File: src/rtl/walk_service_controller_pkg.sv
// ---------------------------------------------------------------------------
// walk_pkg
// Shared definitions for the pedestrian walk-service controller:
//   - 3-bit state encodings (IDLE/REQ/WALK/FLASH/DONE) and the state enum
//   - default WALK_TIME, FLASH_TIME and TIMER_W parameter values
// ---------------------------------------------------------------------------
package walk_pkg;

    localparam logic [2:0] ST_IDLE  = 3'd0;
    localparam logic [2:0] ST_REQ   = 3'd1;
    localparam logic [2:0] ST_WALK  = 3'd2;
    localparam logic [2:0] ST_FLASH = 3'd3;
    localparam logic [2:0] ST_DONE  = 3'd4;

    localparam int DEF_WALK_TIME  = 3;
    localparam int DEF_FLASH_TIME = 2;
    localparam int DEF_TIMER_W    = 4;

    typedef enum logic [2:0] {
        IDLE  = ST_IDLE,
        REQ   = ST_REQ,
        WALK  = ST_WALK,
        FLASH = ST_FLASH,
        DONE  = ST_DONE
    } walkState_t;

endpackage

File: src/rtl/walk_service_controller_if.sv
// ---------------------------------------------------------------------------
// walk_service_controller_if
// Bundles the walk-service controller's request/grant/lamp signals.
//   slave  : the controller's view (walk_status, tick, walk_grant in;
//            walk_req, walk_done, walk_clear, walk_lamp, dont_walk_lamp out)
//   master : the surrounding system's view (directions reversed)
// ---------------------------------------------------------------------------
interface walk_service_controller_if;

    logic walk_status;
    logic tick;
    logic walk_grant;
    logic walk_req;
    logic walk_done;
    logic walk_clear;
    logic walk_lamp;
    logic dont_walk_lamp;

    modport slave (
        input  walk_status,
        input  tick,
        input  walk_grant,
        output walk_req,
        output walk_done,
        output walk_clear,
        output walk_lamp,
        output dont_walk_lamp
    );

    modport master (
        output walk_status,
        output tick,
        output walk_grant,
        input  walk_req,
        input  walk_done,
        input  walk_clear,
        input  walk_lamp,
        input  dont_walk_lamp
    );

endinterface

File: src/rtl/walk_service_controller_timer.sv
// ---------------------------------------------------------------------------
// walk_timer
// TIMER_W-bit tick down-counter used to time the WALK and FLASH phases.
//   clk        : system clock
//   sys_reset  : synchronous active-high reset (count -> 0)
//   load       : load load_value (takes priority over tick)
//   load_value : value to load
//   tick       : decrement enable
//   last       : tick arriving while the count is 1
// ---------------------------------------------------------------------------
module walk_timer
    import walk_pkg::*;
#(
    parameter int TIMER_W = DEF_TIMER_W
) (
    input  logic               clk,
    input  logic               sys_reset,
    input  logic               load,
    input  logic [TIMER_W-1:0] load_value,
    input  logic               tick,
    output logic               last
);

    logic [TIMER_W-1:0] count;

    // Count saturates at zero so stray ticks can never wrap it around.
    always_ff @(posedge clk) begin
        if (sys_reset) begin
            count <= '0;
        end else if (load) begin
            count <= load_value;
        end else if (tick && (count != '0)) begin
            count <= count - 1'b1;
        end
    end

    assign last = tick && (count == TIMER_W'(1));

endmodule

File: src/rtl/walk_service_controller.sv
// ---------------------------------------------------------------------------
// walk_service_controller
// Services latched pedestrian requests: asks the main traffic FSM for a
// crossing window, lights WALK for WALK_TIME ticks, flashes DON'T WALK for
// FLASH_TIME ticks, then reports walk_done. walk_clear pulses once in the
// first WALK cycle of each crossing. All outputs are registered.
//   clk       : system clock
//   sys_reset : synchronous active-high reset
//   bus       : walk_service_controller_if.slave (status/tick/grant in,
//               req/done/clear/lamps out)
// Optional feature macro: WALK_PREEMPT_EN -- when defined, walk_grant
// falling during WALK cuts straight to the FLASH clearance interval.
// ---------------------------------------------------------------------------
module walk_service_controller
    import walk_pkg::*;
#(
    parameter int WALK_TIME  = DEF_WALK_TIME,
    parameter int FLASH_TIME = DEF_FLASH_TIME,
    parameter int TIMER_W    = DEF_TIMER_W
) (
    input  logic                      clk,
    input  logic                      sys_reset,
    walk_service_controller_if.slave  bus
);

    walkState_t         state;
    walkState_t         nextState;
    logic               flashPhase;
    logic               nextFlashPhase;
    logic               timerLoad;
    logic [TIMER_W-1:0] timerLoadValue;
    logic               timerTick;
    logic               timerLast;

    logic nextReq;
    logic nextDone;
    logic nextClear;
    logic nextWalkLamp;
    logic nextDontWalkLamp;

    // Ticks only matter while a crossing is being timed.
    assign timerTick = bus.tick && ((state == WALK) || (state == FLASH));

    walk_timer #(
        .TIMER_W (TIMER_W)
    ) uTimer (
        .clk        (clk),
        .sys_reset  (sys_reset),
        .load       (timerLoad),
        .load_value (timerLoadValue),
        .tick       (timerTick),
        .last       (timerLast)
    );

    // State, flash phase and all outputs are registered together so the
    // outputs always describe the state currently held.
    always_ff @(posedge clk) begin
        if (sys_reset) begin
            state              <= IDLE;
            flashPhase         <= 1'b0;
            bus.walk_req       <= 1'b0;
            bus.walk_done      <= 1'b0;
            bus.walk_clear     <= 1'b0;
            bus.walk_lamp      <= 1'b0;
            bus.dont_walk_lamp <= 1'b1;
        end else begin
            state              <= nextState;
            flashPhase         <= nextFlashPhase;
            bus.walk_req       <= nextReq;
            bus.walk_done      <= nextDone;
            bus.walk_clear     <= nextClear;
            bus.walk_lamp      <= nextWalkLamp;
            bus.dont_walk_lamp <= nextDontWalkLamp;
        end
    end

    // Next-state logic plus decode of the next registered output values.
    // The grant edge in REQ loads the timer, so a tick in that same cycle
    // is lost; the first tick that counts is the one in the WALK entry cycle.
    always_comb begin
        nextState      = state;
        nextFlashPhase = flashPhase;
        timerLoad      = 1'b0;
        timerLoadValue = '0;

        case (state)
            IDLE: begin
                if (bus.walk_status) begin
                    nextState = REQ;
                end
            end
            REQ: begin
                if (bus.walk_grant) begin
                    nextState      = WALK;
                    timerLoad      = 1'b1;
                    timerLoadValue = TIMER_W'(WALK_TIME);
                end
            end
            WALK: begin
`ifdef WALK_PREEMPT_EN
                if (timerLast || !bus.walk_grant) begin
`else
                if (timerLast) begin
`endif
                    nextState      = FLASH;
                    timerLoad      = 1'b1;
                    timerLoadValue = TIMER_W'(FLASH_TIME);
                    nextFlashPhase = 1'b1;
                end
            end
            FLASH: begin
                if (timerTick) begin
                    nextFlashPhase = ~flashPhase;
                end
                if (timerLast) begin
                    nextState = DONE;
                end
            end
            DONE: begin
                nextState = IDLE;
            end
            default: begin
                nextState = IDLE;
            end
        endcase

        nextReq          = (nextState == REQ);
        nextDone         = (nextState == DONE);
        nextClear        = (nextState == WALK) && (state != WALK);
        nextWalkLamp     = (nextState == WALK);
        nextDontWalkLamp = (nextState == FLASH) ? nextFlashPhase
                                                : (nextState != WALK);
    end

endmodule
File: src/flat_wrapper.sv
// flat-port wrapper written by rule: the top's interface ports become plain ports
module walk_service_controller_flat import walk_pkg::*;
#(
    parameter int WALK_TIME  = DEF_WALK_TIME,
    parameter int FLASH_TIME = DEF_FLASH_TIME,
    parameter int TIMER_W    = DEF_TIMER_W
)
  (clk, sys_reset, bus_walk_status, bus_tick, bus_walk_grant, bus_walk_req, bus_walk_done, bus_walk_clear, bus_walk_lamp, bus_dont_walk_lamp);
  walk_service_controller_if bus_i ();
  input  logic clk;
  input  logic sys_reset;
  input wire logic [$bits(bus_i.walk_status)-1:0] bus_walk_status;
  input wire logic [$bits(bus_i.tick)-1:0] bus_tick;
  input wire logic [$bits(bus_i.walk_grant)-1:0] bus_walk_grant;
  output wire logic [$bits(bus_i.walk_req)-1:0] bus_walk_req;
  output wire logic [$bits(bus_i.walk_done)-1:0] bus_walk_done;
  output wire logic [$bits(bus_i.walk_clear)-1:0] bus_walk_clear;
  output wire logic [$bits(bus_i.walk_lamp)-1:0] bus_walk_lamp;
  output wire logic [$bits(bus_i.dont_walk_lamp)-1:0] bus_dont_walk_lamp;
  assign bus_i.walk_status = bus_walk_status;
  assign bus_i.tick = bus_tick;
  assign bus_i.walk_grant = bus_walk_grant;
  assign bus_walk_req = bus_i.walk_req;
  assign bus_walk_done = bus_i.walk_done;
  assign bus_walk_clear = bus_i.walk_clear;
  assign bus_walk_lamp = bus_i.walk_lamp;
  assign bus_dont_walk_lamp = bus_i.dont_walk_lamp;
  walk_service_controller #(.WALK_TIME(WALK_TIME), .FLASH_TIME(FLASH_TIME), .TIMER_W(TIMER_W)) u_core (.clk(clk), .sys_reset(sys_reset), .bus(bus_i));
endmodule
File: config.mk
export PLATFORM = sky130hd
export DESIGN_NAME = walk_service_controller_flat
export DESIGN_NICKNAME = d
export VERILOG_FILES = /design/src/rtl/walk_service_controller_pkg.sv /design/src/rtl/walk_service_controller_if.sv /design/src/rtl/walk_service_controller_timer.sv /design/src/rtl/walk_service_controller.sv /design/src/flat_wrapper.sv
export SDC_FILE = /design/constraint.sdc
export NUM_CORES = 1
export LEC_CHECK = 0
export CAP_MARGIN = 20
export CELL_PAD_IN_SITES_DETAIL_PLACEMENT = 0
export CELL_PAD_IN_SITES_GLOBAL_PLACEMENT = 2
export CORE_UTILIZATION = 33
export DETAILED_ROUTE_END_ITERATION = 8
export PLACE_DENSITY_LB_ADDON = 0.1
export SYNTH_ARGS = -nofsm -noshare
export SYNTH_HDL_FRONTEND = slang
export SYNTH_SLANG_ARGS = --single-unit
File: constraint.sdc
create_clock -name clk -period 4 [get_ports clk]
set_input_delay 1 -clock clk [delete_from_list [all_inputs] [get_ports clk]]
set_output_delay 1 -clock clk [all_outputs]
set_load 0.1 [all_outputs]
# Yosys cells after proc, flatten, opt, wreduce, memory -nomap -nowiden
# Cells that the tools add are included.
# op_classes
bitwise	1
n_addsub	1
eq_ne	10
n_reduce_logical	8
muxes	17
# ops
cell	count
3-bit by 2-bit == test with 1-bit output (second input constant)	4
3-bit 2-to-1 mux	4
3-bit one-hot mux with 4 select lines	1
4-bit 2-to-1 mux	2
4-bit one-hot mux with 2 select lines	1
3-bit by 1-bit == test with 1-bit output (second input constant)	2
3-bit by 2-bit inequality test with 1-bit output (second input constant)	2
1-bit 2-to-1 mux	5
4-bit by 1-bit == test with 1-bit output (second input constant)	1
1-bit logical AND	4
2-bit 2-to-1 mux	2
1-bit one-hot mux with 2 select lines	2
4-bit nonzero test	1
4-bit by 1-bit subtractor with 4-bit output (second input constant)	1
3-bit == test (second input constant)	1
3-bit logical NOT	1
2-bit nonzero test	1
1-bit logical OR	1
1-bit inverter	1
# totals
reg_bits	13
wordCells	45
input_bits	5
output_inout_bits	5

# Logic depth before layout (Yosys ltp)
# Gate-level depths: netlist of the first run.
# depth
word_depth	8
depth_mapped	6
ltp_nobuf	6

# By module
# A second synthesis of the first run with hierarchy kept.
# hier_totals
hier_cells	72
hier_area_um2	649.4
# modules_own_cells
mod	seq_area_each_um2	n_inst	cells_per_inst	area_each_um2
walk_service_controller	180.2	1	42	385.4
walk_timer	80.1	1	30	264.0

# Least setup slack after synthesis of the first run
# OpenSTA, ideal clock, no wires.
# synth_timing
kind	input port to flip-flop
startpoint	input port bus_walk_grant
endpoint	register u_core.bus.walk_req
required_time_ns	3.897
path_buffers	0
setup_ns	0.103
t_arrival_ns	1.858
stages	4
setup_slack_ns	2.038
cell_sequence	and2b_2 a2111oi_4 nor3_2 a2111oi_2
# synth_between
elab_chain_len	3
# synth_lines
item	line	source
start, declared	flat_wrapper.sv:14	input wire logic [$bits(bus_i.walk_grant)-1:0] bus_walk_grant;
3-bit 2-to-1 mux	walk_service_controller.sv:93	if (bus.walk_grant) begin
3-bit one-hot mux with 4 select lines	walk_service_controller.sv:86	case (state)
3-bit by 1-bit == test with 1-bit output	walk_service_controller.sv:127	nextReq = (nextState == REQ);
end signal, assigned	walk_service_controller.sv:69	bus.walk_req <= nextReq;
end, declared	walk_service_controller_if.sv:23	output walk_req,
# No other way between the ends.
# A chain may end at the register's enable or synchronous reset.

# Worst setup path in the final report of the first run
# layout_timing
startpoint	register u_core.bus.walk_clear
endpoint	output port bus_walk_clear
# layout_rtl
item	line	source
start, declared	walk_service_controller_if.sv:25	output walk_clear,
start signal, assigned	walk_service_controller.sv:71	bus.walk_clear <= nextClear;
end, declared	flat_wrapper.sv:17	output wire logic [$bits(bus_i.walk_clear)-1:0] bus_walk_clear;
# No word-level cell between the ends.

==> run summary, run 1 <==
outcome: completed
Slew Limit Fails: 0
initial antenna violation count: 0
hold path depth: 2
MaxCap Viol Count: 0
Post-Syn Area: 613 sq um
Total Wirelength: 1.16 mm
asr flop ratio synth: 0
Hold Startpoint: u_core.uTimer.count[3]
port bufs: 9
Routed wire per std cell: 11.7 microns
WP buf/inv: 1
initial core utilization: 0.355
r2r startpoint: u_core.uTimer.count[1]
P&R area growth vs syn: 21.6%
crit share post-route: 0.677
Switching Fraction: 0.290
largest family of logic cells by synthesized area: simple AND/OR/NAND/NOR gates
Final Skew: 1.79 ps
post-synthesis compound-gate area fraction: 0.149
multiplexer share of the synthesized area: 0.0184
I/O pins: 10
worst slew pin tran: 963 ps
final instance area: 746 sq um
CTS Root Cell: clkbuf_4
simple-gate share of the synthesized area: 0.276
RSZ-0062 raised after global routing: false
Die X: 45.1 microns
Worst slew margin: 0.356
Critical Path Start: u_core.bus.walk_clear
Final ANT Viol Nets: 0
Detail Placement HPWL: 875 microns
diode count: 0
mean cell area of the mapped netlist: 9.73 sq um
Distinct cells, synth: 28
final hold viol count: 0
XOR/XNOR share of the synthesized area: 0.0429
WS Path Type: reg2out
Int Pwr: 0.194 mW
clock sinks: 13
adder-cell share of the synthesized area: 0.0408
crit path time final: 2710 ps
placed standard-cell area: 719 sq um
Yosys warning count: 0
Setup-failing EPs final: 0
height of the die: 45.1 microns
via count: 467
Static Leak: 0.253 nW
row count: 15
register area share after synthesis: 0.424
postcts setup bufs: 0
worst-path cell chain: clkdlybuf4s50_1
Num CTS Buffers: 3
most common cell after layout, fill and taps aside: dfxtp_1
Worst VDD drop: 0.199 mV
WP data required: 3000 ps
Post-synth top flop: dfxtp_1
DRC Markers: 0
Pwr Density: 366 nW/um^2
CTS H-tree lvls: 1
Placeable Area: 1730 sq um
syn nets: 70
fmax: 369 MHz
CTS tree: built
DRT Pass-1 Iters: 3
cell family with most CP delay: buffers and inverters
Stages on worst setup path: 1
P_sw: 0.0791 mW
WP data arrival: 1710 ps
Logic pwr share: 0.203
gpl congestion: 0.688
Tot GR Track Use: 0.143
hold crit path type: reg2reg
pin count of the biggest net entering global routing: 12
crit path max fanout: 1
synthesized flop and latch total: 13
Nets: 82
most frequent cells in the layout: 13 x dfxtp_1, 9 x clkdlybuf4s50_1, 7 x nor2_1
area leader, netlist: dfxtp_1
worst hold slack: 558 ps
number of synthesized flops with an enable pin: 0
Final TNS setup: 0 ps
clk_lat worst skew: 270 ps
post-CTS resize count: 0
CP max-delay cell: clkdlybuf4s50_1
grt total ovfl: 0
vias per cell: 4.72
Cells after Synth: 63
Worst-path clk slew: 70 ps
critical path capture point type: output port
top cells by area, synth: dfxtp_1 42%, a2111oi_4 4.5%, nor2_1 4.3%
vias in the first global route: 462
FF-to-FF path depth: 6
post-cts hold buffer count: 0
Iteration-0 DRC Markers: 6
Slowest Stage Delay on Critical Path: 1120 ps
clock buffer depth: 2
top-area cell type share of the netlist area: 0.424
clock power share: 0.282
die area: 2030 sq um
startpoint types: flip-flop
first-pass GRT wire length: 2.04 mm
Power, Total: 0.273 mW
Reg power frac: 0.515
proportion of layout cells with a drive suffix above 1: 0.135
==> power by group through the flow <==
stage	logic, mW	clock network (mW)	registers (mW)
final	0.0554	0.0770	0.141
after global routing	0.0605	0.0889	0.142
after CTS	0.0557	0.0812	0.141
after detailed placement	0.0555	0	0.144
after global placement	0.0554	0	0.144
after floorplan	0.0259	0	0.160
==> cell usage after synthesis (2+ instances only) <==
master / number
a211oi_1: 2
a21oi_1: 3
dfxtp_1: 13
ha_1: 2
inv_1: 4
nand2_1: 3
nor2_1: 7
nor3_1: 3
nor4_1: 3
or3_1: 3
xnor2_1: 3
==> metal layers <==
metal  global-route usage  up-vias  routed length (microns)  part of all wire
li1                     -      246                        -                 -
met1                0.194      212                      596              0.51
met2                0.209        7                      510              0.44
met3               0.0600        2                       39             0.034
met4               0.0364        0                       13             0.011
met5                    0        -                        0                 0
==> logic make-up (layout without fill, tap and decap cells) <==
logic type / after synthesis / count (layout)
simple gates: 28 / 28
flops: 13 / 13
compound gates: 10 / 10
buf+inv: 6 / 17
xor+xnor: 3 / 3
fa+ha+maj: 2 / 2
mux: 1 / 1
==> through the flow <==
step,util,cells,setup slack [ps]
global route,0.432,99,1240
finish,0.432,99,1290
global placement,0.417,95,1350
CTS,0.432,99,1280
floorplan,-,63,2040
detailed placement,0.417,95,1360
==> worst paths after layout <==
path / to / slack [ps]
worst max-delay path: bus_walk_clear / 1290
worst min-delay path: u_core.uTimer.count[3] / 560
worst max register to register: u_core.bus.walk_req / 2330
worst min register to register: u_core.uTimer.count[3] / 560
==> registers in the layout (all words and copies together) (netlist names) <==
register and cells:
u_core.bus.dont_walk_lamp 1, u_core.state 3, u_core.bus.walk_lamp 1, u_core.bus.walk_done 1
u_core.uTimer.count 4, u_core.bus.walk_clear 1, u_core.flashPhase 1, u_core.bus.walk_req 1
==> worst register-to-register path: stages, from the launching register on <==
cell and delay, ps:
dfxtp_1 330, inv_1 70, ha_1 180, and4bb_4 230
a2111oi_4 370, nor3_2 110, a2111oi_2 280
==> layout make-up <==
type	count	area (sq um)
clock buffer	4	26.3
sequential	13	260
timing repair buffer	9	90.1
multi-input combinational	44	323
tap	25	31.3
fill	199	981
inverter	4	15.0
(Power assumes the default switching activity.)
==> inputs of run 2 (changes only) <==
CORE_UTILIZATION = 30   (was 33)
clock period = 2.54 ns   (was 4 ns; I/O delays follow)
==> run summary, run 2 (synthesis results as in run 1) <==
outcome: completed
pin count of the biggest net entering global routing: 11 (-1)
Worst VDD drop: 0.355 mV (+78%)
Worst-path clk slew: 80 ps (about the same)
post-CTS resize count: 0 (unchanged)
met1 usage: 0.186 (-0.00777)
post-cts hold buffer count: 0 (unchanged)
WP data arrival: 2150 ps (+440 ps)
crit path time final: 1980 ps
gpl congestion: 0.698 (+1.4%)
postcts setup bufs: 0 (unchanged)
P&R area growth vs syn: 21.0%
Die X: 47.2 microns (+4.7%)
Pwr Density: 586 nW/um^2 (+60%)
Static Leak: 0.268 nW (+6.0%)
via count: 470 (+0.64%)
DRT Pass-1 Iters: 3 (unchanged)
Fillers: 204 (+2.5%)
I/O pins: 10 (unchanged)
CTS tree: built
clock buffer depth: 2 (unchanged)
worst hold slack: 565 ps (+7.16 ps)
first-pass GRT wire length: 2.02 mm (-1.0%)
row count: 15 (unchanged)
r2r startpoint: u_core.uTimer.count[1]
initial core utilization: 0.337 (-0.0183)
clk_lat worst skew: 270 ps (about the same)
clock sinks: 13 (unchanged)
worst slew pin tran: 575 ps (-388 ps)
Worst slew margin: 0.614 (+0.258)
Tot GR Track Use: 0.135 (-0.00820)
global route hottest layer: met2
FF-to-FF path depth: 6 (unchanged)
vias per cell: 4.70 (-0.36%)
max FFs per register: 4 (unchanged)
hold path depth: 2 (unchanged)
final hold viol count: 0 (unchanged)
Total Wirelength: 1.24 mm (+6.6%)
port bufs: 9 (unchanged)
WP data required: 2710 ps (-290 ps)
Final TNS setup: 0 ps (unchanged)
met2 GRT Util: 0.192 (-0.0170)
DRC Markers: 0 (unchanged)
Routed wire per std cell: 12.4 microns (+5.5%)
Largest Register: u_core.uTimer.count
critical path capture point type: flip-flop
Nets: 83 (+1.2%)
reg2reg end: u_core.bus.walk_req
hold crit path type: reg2reg
RSZ-0062 raised after global routing: false
multi-input logic area: 323 sq um (unchanged)
height of the die: 47.2 microns (+4.7%)
register area: 260 sq um (unchanged)
diode count: 0 (unchanged)
startpoint types: primary input
CTS Root Cell: clkbuf_4
largest registers: u_core.uTimer.count x4, u_core.state x3
most common cell after layout, fill and taps aside: dfxtp_1
initial antenna violation count: 0 (unchanged)
Setup-failing EPs final: 0 (unchanged)
grt total ovfl: 0 (unchanged)
Final ANT Viol Nets: 0 (unchanged)
Final Skew: 6.14 ps (+4.35 ps)
CTS H-tree lvls: 1 (unchanged)
most frequent cells in the layout: 13 x dfxtp_1, 7 x nor2_1, 6 x buf_4
WS Path Type: in2reg
die area: 2230 sq um (+9.6%)
MaxCap Viol Count: 0 (unchanged)
proportion of layout cells with a drive suffix above 1: 0.227 (+0.0915)
met3 GRT Util: 0.0231 (-0.0369)
PnR worst setup slack: 556 ps (-737 ps)
crit share post-route: 0.781
Slew Limit Fails: 0 (unchanged)
worst slack, placed: 266 ps (-1090 ps)
Detail Placement HPWL: 931 microns (+6.3%)
crit path max fanout: 5 (+4)
Placeable Area: 1820 sq um (+5.4%)
fmax: 504 MHz
Hold Startpoint: u_core.uTimer.count[3]
vias in the first global route: 454 (-1.7%)
internal reg-to-reg setup slack: 830 ps (-1500 ps)
Iteration-0 DRC Markers: 5 (-1)
Num CTS Buffers: 3 (unchanged)
end point of the worst hold path: u_core.uTimer.count[3]
[run 2: changes by cell type in the layout (fill, tap and decap cells not counted)]
cell	before	now
buf_4	0	6
clkbuf_1	1	0
clkdlybuf4s50_1	9	4
clkinv_2	0	1
[run 2: layout make-up]
cell class	instances	share of cell area
inverters	4	0.0202
well taps	25	0.0422
clock buffers	3	0.0304
clock inverters	1	0.00675
flip-flops and latches	13	0.351
repair buffers	10	0.115
multi-input cells	44	0.435
[run 2: worst max path at each step]
stage / start / end / slack (ps) / depth (start not counted)
finish: bus_tick / u_core.bus.walk_req / 560 / 5
global route: bus_tick / u_core.bus.walk_req / 460 / 5
CTS: bus_tick / u_core.bus.walk_req / 560 / 5
detailed placement: bus_tick / u_core.bus.walk_req / 270 / 5
global placement: bus_tick / u_core.bus.walk_req / 290 / 5
floorplan: bus_walk_grant / u_core.bus.walk_req / 940 / 4
[run 2: worst max-delay path, stage by stage]
cell	delay [ps]
clkdlybuf4s50_1	560
nor2b_1	230
and3_1	330
nor3_2	100
a2111oi_2	300
[run 2: stage by stage]
step / power (mW) / util / cell area (sq um) / cells
after floorplan: 0.293 / - / 613 / 63
after global placement: 0.315 / 0.392 / 714 / 96
after detailed placement: 0.315 / 0.392 / 714 / 96
after CTS: 0.445 / 0.408 / 742 / 100
after global routing: 0.462 / 0.408 / 742 / 100
final: 0.435 / 0.408 / 742 / 100
[run 2: layer usage]
layer | vias to the layer above | part of all wire | wire [microns]
met5 | - | 0 | 0
met4 | 0 | 0.0097 | 12
met3 | 2 | 0.017 | 21
met2 | 2 | 0.47 | 576
met1 | 216 | 0.51 | 626
li1 | 250 | - | -
[run 2: report_power, final]
| group | internal, mW | switching, mW |
|---|---|---|
| registers | 0.213 | 0.00876 |
| clock network | 0.0582 | 0.0668 |
| logic | 0.0312 | 0.0565 |
| total | 0.303 | 0.132 |
==> inputs of run 3 (changes only) <==
CORE_UTILIZATION = 27   (was 30)
clock period = 1.6 ns   (was 2.54 ns; I/O delays follow)
==> run summary, run 3 (synthesis results as in run 1) <==
outcome: completed
Pwr Density: 804 nW/um^2 (+37%)
row count: 16 (+1)
DRT Pass-1 Iters: 2 (-1)
final non-filler cell total: 112 (+12%)
vias per cell: 4.66 (-0.84%)
Num CTS Buffers: 3 (unchanged)
M1 WL: 602 microns (-3.8%)
max FFs per register: 4 (unchanged)
final hold viol count: 0 (unchanged)
port bufs: 9 (unchanged)
Worst-path clk slew: 80 ps (about the same)
Logic pwr share: 0.242 (+0.040)
Die X: 49.7 microns (+5.2%)
critical path capture point type: flip-flop
Total Wirelength: 1.29 mm (+4.3%)
Worst VDD drop: 0.585 mV (+65%)
height of the die: 49.7 microns (+5.2%)
I/O pins: 10 (unchanged)
vias in the first global route: 541 (+19%)
gpl congestion: 0.707 (+1.3%)
proportion of layout cells with a drive suffix above 1: 0.400 (+0.173)
pin count of the biggest net entering global routing: 11 (unchanged)
diode count: 0 (unchanged)
clock sinks: 13 (unchanged)
grt total ovfl: 0 (unchanged)
Routed wire per std cell: 11.5 microns (-6.9%)
CTS H-tree lvls: 1 (unchanged)
Final ANT Viol Nets: 0 (unchanged)
largest registers: u_core.uTimer.count x4, u_core.state x3
dpl cells: 108 (+13%)
clock power share: 0.277 (-0.010)
die area: 2470 sq um (+11%)
CTS Root Cell: clkbuf_4
WS Path Type: in2reg
P_sw: 0.226 mW (+71%)
fmax: 654 MHz
via count: 522 (+11%)
Slew Limit Fails: 0 (unchanged)
Iteration-0 DRC Markers: 2 (-3)
startpoint types: primary input
WP data arrival: 1740 ps (-410 ps)
initial antenna violation count: 0 (unchanged)
worst slack, placed: -284 ps (-550 ps)
most frequent cells in the layout: 11 x buf_4, 11 x dfxtp_1, 7 x nor2_1
Tot GR Track Use: 0.125 (-0.00922)
PnR worst setup slack: 69.9 ps (-486 ps)
crit path max fanout: 4 (-1)
Static Leak: 0.351 nW (+31%)
Placeable Area: 2040 sq um (+12%)
final instance area: 921 sq um (+24%)
CTS tree: built
clk_lat worst skew: 280 ps (about the same)
uppermost routed layer: met4
Int Pwr: 0.514 mW (+70%)
Reg power frac: 0.481 (-0.030)
Power, Total: 0.740 mW (+70%)
first-pass GRT wire length: 2.28 mm (+13%)
Largest Register: u_core.uTimer.count
initial core utilization: 0.300 (-0.0365)
Setup-failing EPs final: 0 (unchanged)
wire length on met2: 621 microns (+7.8%)
clock buffer depth: 2 (unchanged)
placed standard-cell area: 855 sq um (+20%)
DRC Markers: 0 (unchanged)
MaxCap Viol Count: 0 (unchanged)
Switching Fraction: 0.305 (+0.00167)
met3 routed WL: 21 microns (unchanged)
Detail Placement HPWL: 1.01 mm (+8.7%)
Worst slew margin: 0.660 (+0.0467)
worst slew pin tran: 502 ps (-72.7 ps)
P&R area growth vs syn: 50.2%
crit share post-route: 0.956
Nets: 93 (+12%)
Final Skew: 1.32 ps (-4.83 ps)
hold crit path type: in2reg
WP data required: 1810 ps (-900 ps)
crit path time final: 1530 ps
-- run 3: cell count changes in the layout (fill, tap and decap cells not counted), sizes merged --
cell	previous run	this run
clkdlybuf4s50	4	3
dlymetal6s2s	0	1
buf	6	16
-- run 3: routing by layer --
layer,vias up,GRT usage
li1,267,-
met5,-,0
met3,5,0.0185
met1,245,0.140
met2,5,0.209
met4,0,0.100
-- run 3: worst max-delay path, cell delays in order --
cell and delay [ps]:
clkdlybuf4s50_1 490, nand3b_1 200, a21oi_2 200, mux2_2 340, a21oi_1 110
-- run 3: what timing repair did --
item                       in CTS  in global routing
pin swaps                       2                  2
setup buffers                   0                  0
resized for setup               0                 11
setup endpoints to repair       1                  6
hold buffers                    0                  0
-- run 3: through the flow --
step                 util  hold slack, ps  TNS (ps)
finish              0.451             450         0
global route        0.451             468     -12.4
CTS                 0.432             571         0
detailed placement  0.419             555     -1770
global placement    0.419             566     -1660
floorplan               -             516         0
-- run 3: final cells by class --
| type | instances | area (sq um) |
|---|---|---|
| clock buffer | 3 | 22.5 |
| clock inverter | 1 | 5.00 |
| fill | 223 | 1120 |
| inverter | 4 | 15.0 |
| multi-input combinational | 44 | 357 |
| sequential | 13 | 263 |
| tap | 27 | 33.8 |
| timing repair buffer | 20 | 225 |
-- run 3: final timing paths --
check,cells after the start,end,slack [ps],from
setup / recovery,5,u_core.uTimer.count[1],70,bus_tick
hold / removal,3,u_core.bus.walk_clear,450,bus_walk_grant
setup reg to reg,6,u_core.bus.walk_lamp,70,u_core.uTimer.count[1]
hold reg to reg,1,u_core.bus.walk_req,550,u_core.state[1]
-- run 3: power groups by stage --
stage / registers (mW) / logic, mW / clock network (mW)
after global routing: 0.359 / 0.193 / 0.233
after detailed placement: 0.363 / 0.171 / 0
final: 0.356 / 0.179 / 0.205
after global placement: 0.362 / 0.171 / 0
after CTS: 0.355 / 0.172 / 0.212
after floorplan: 0.400 / 0.0647 / 0
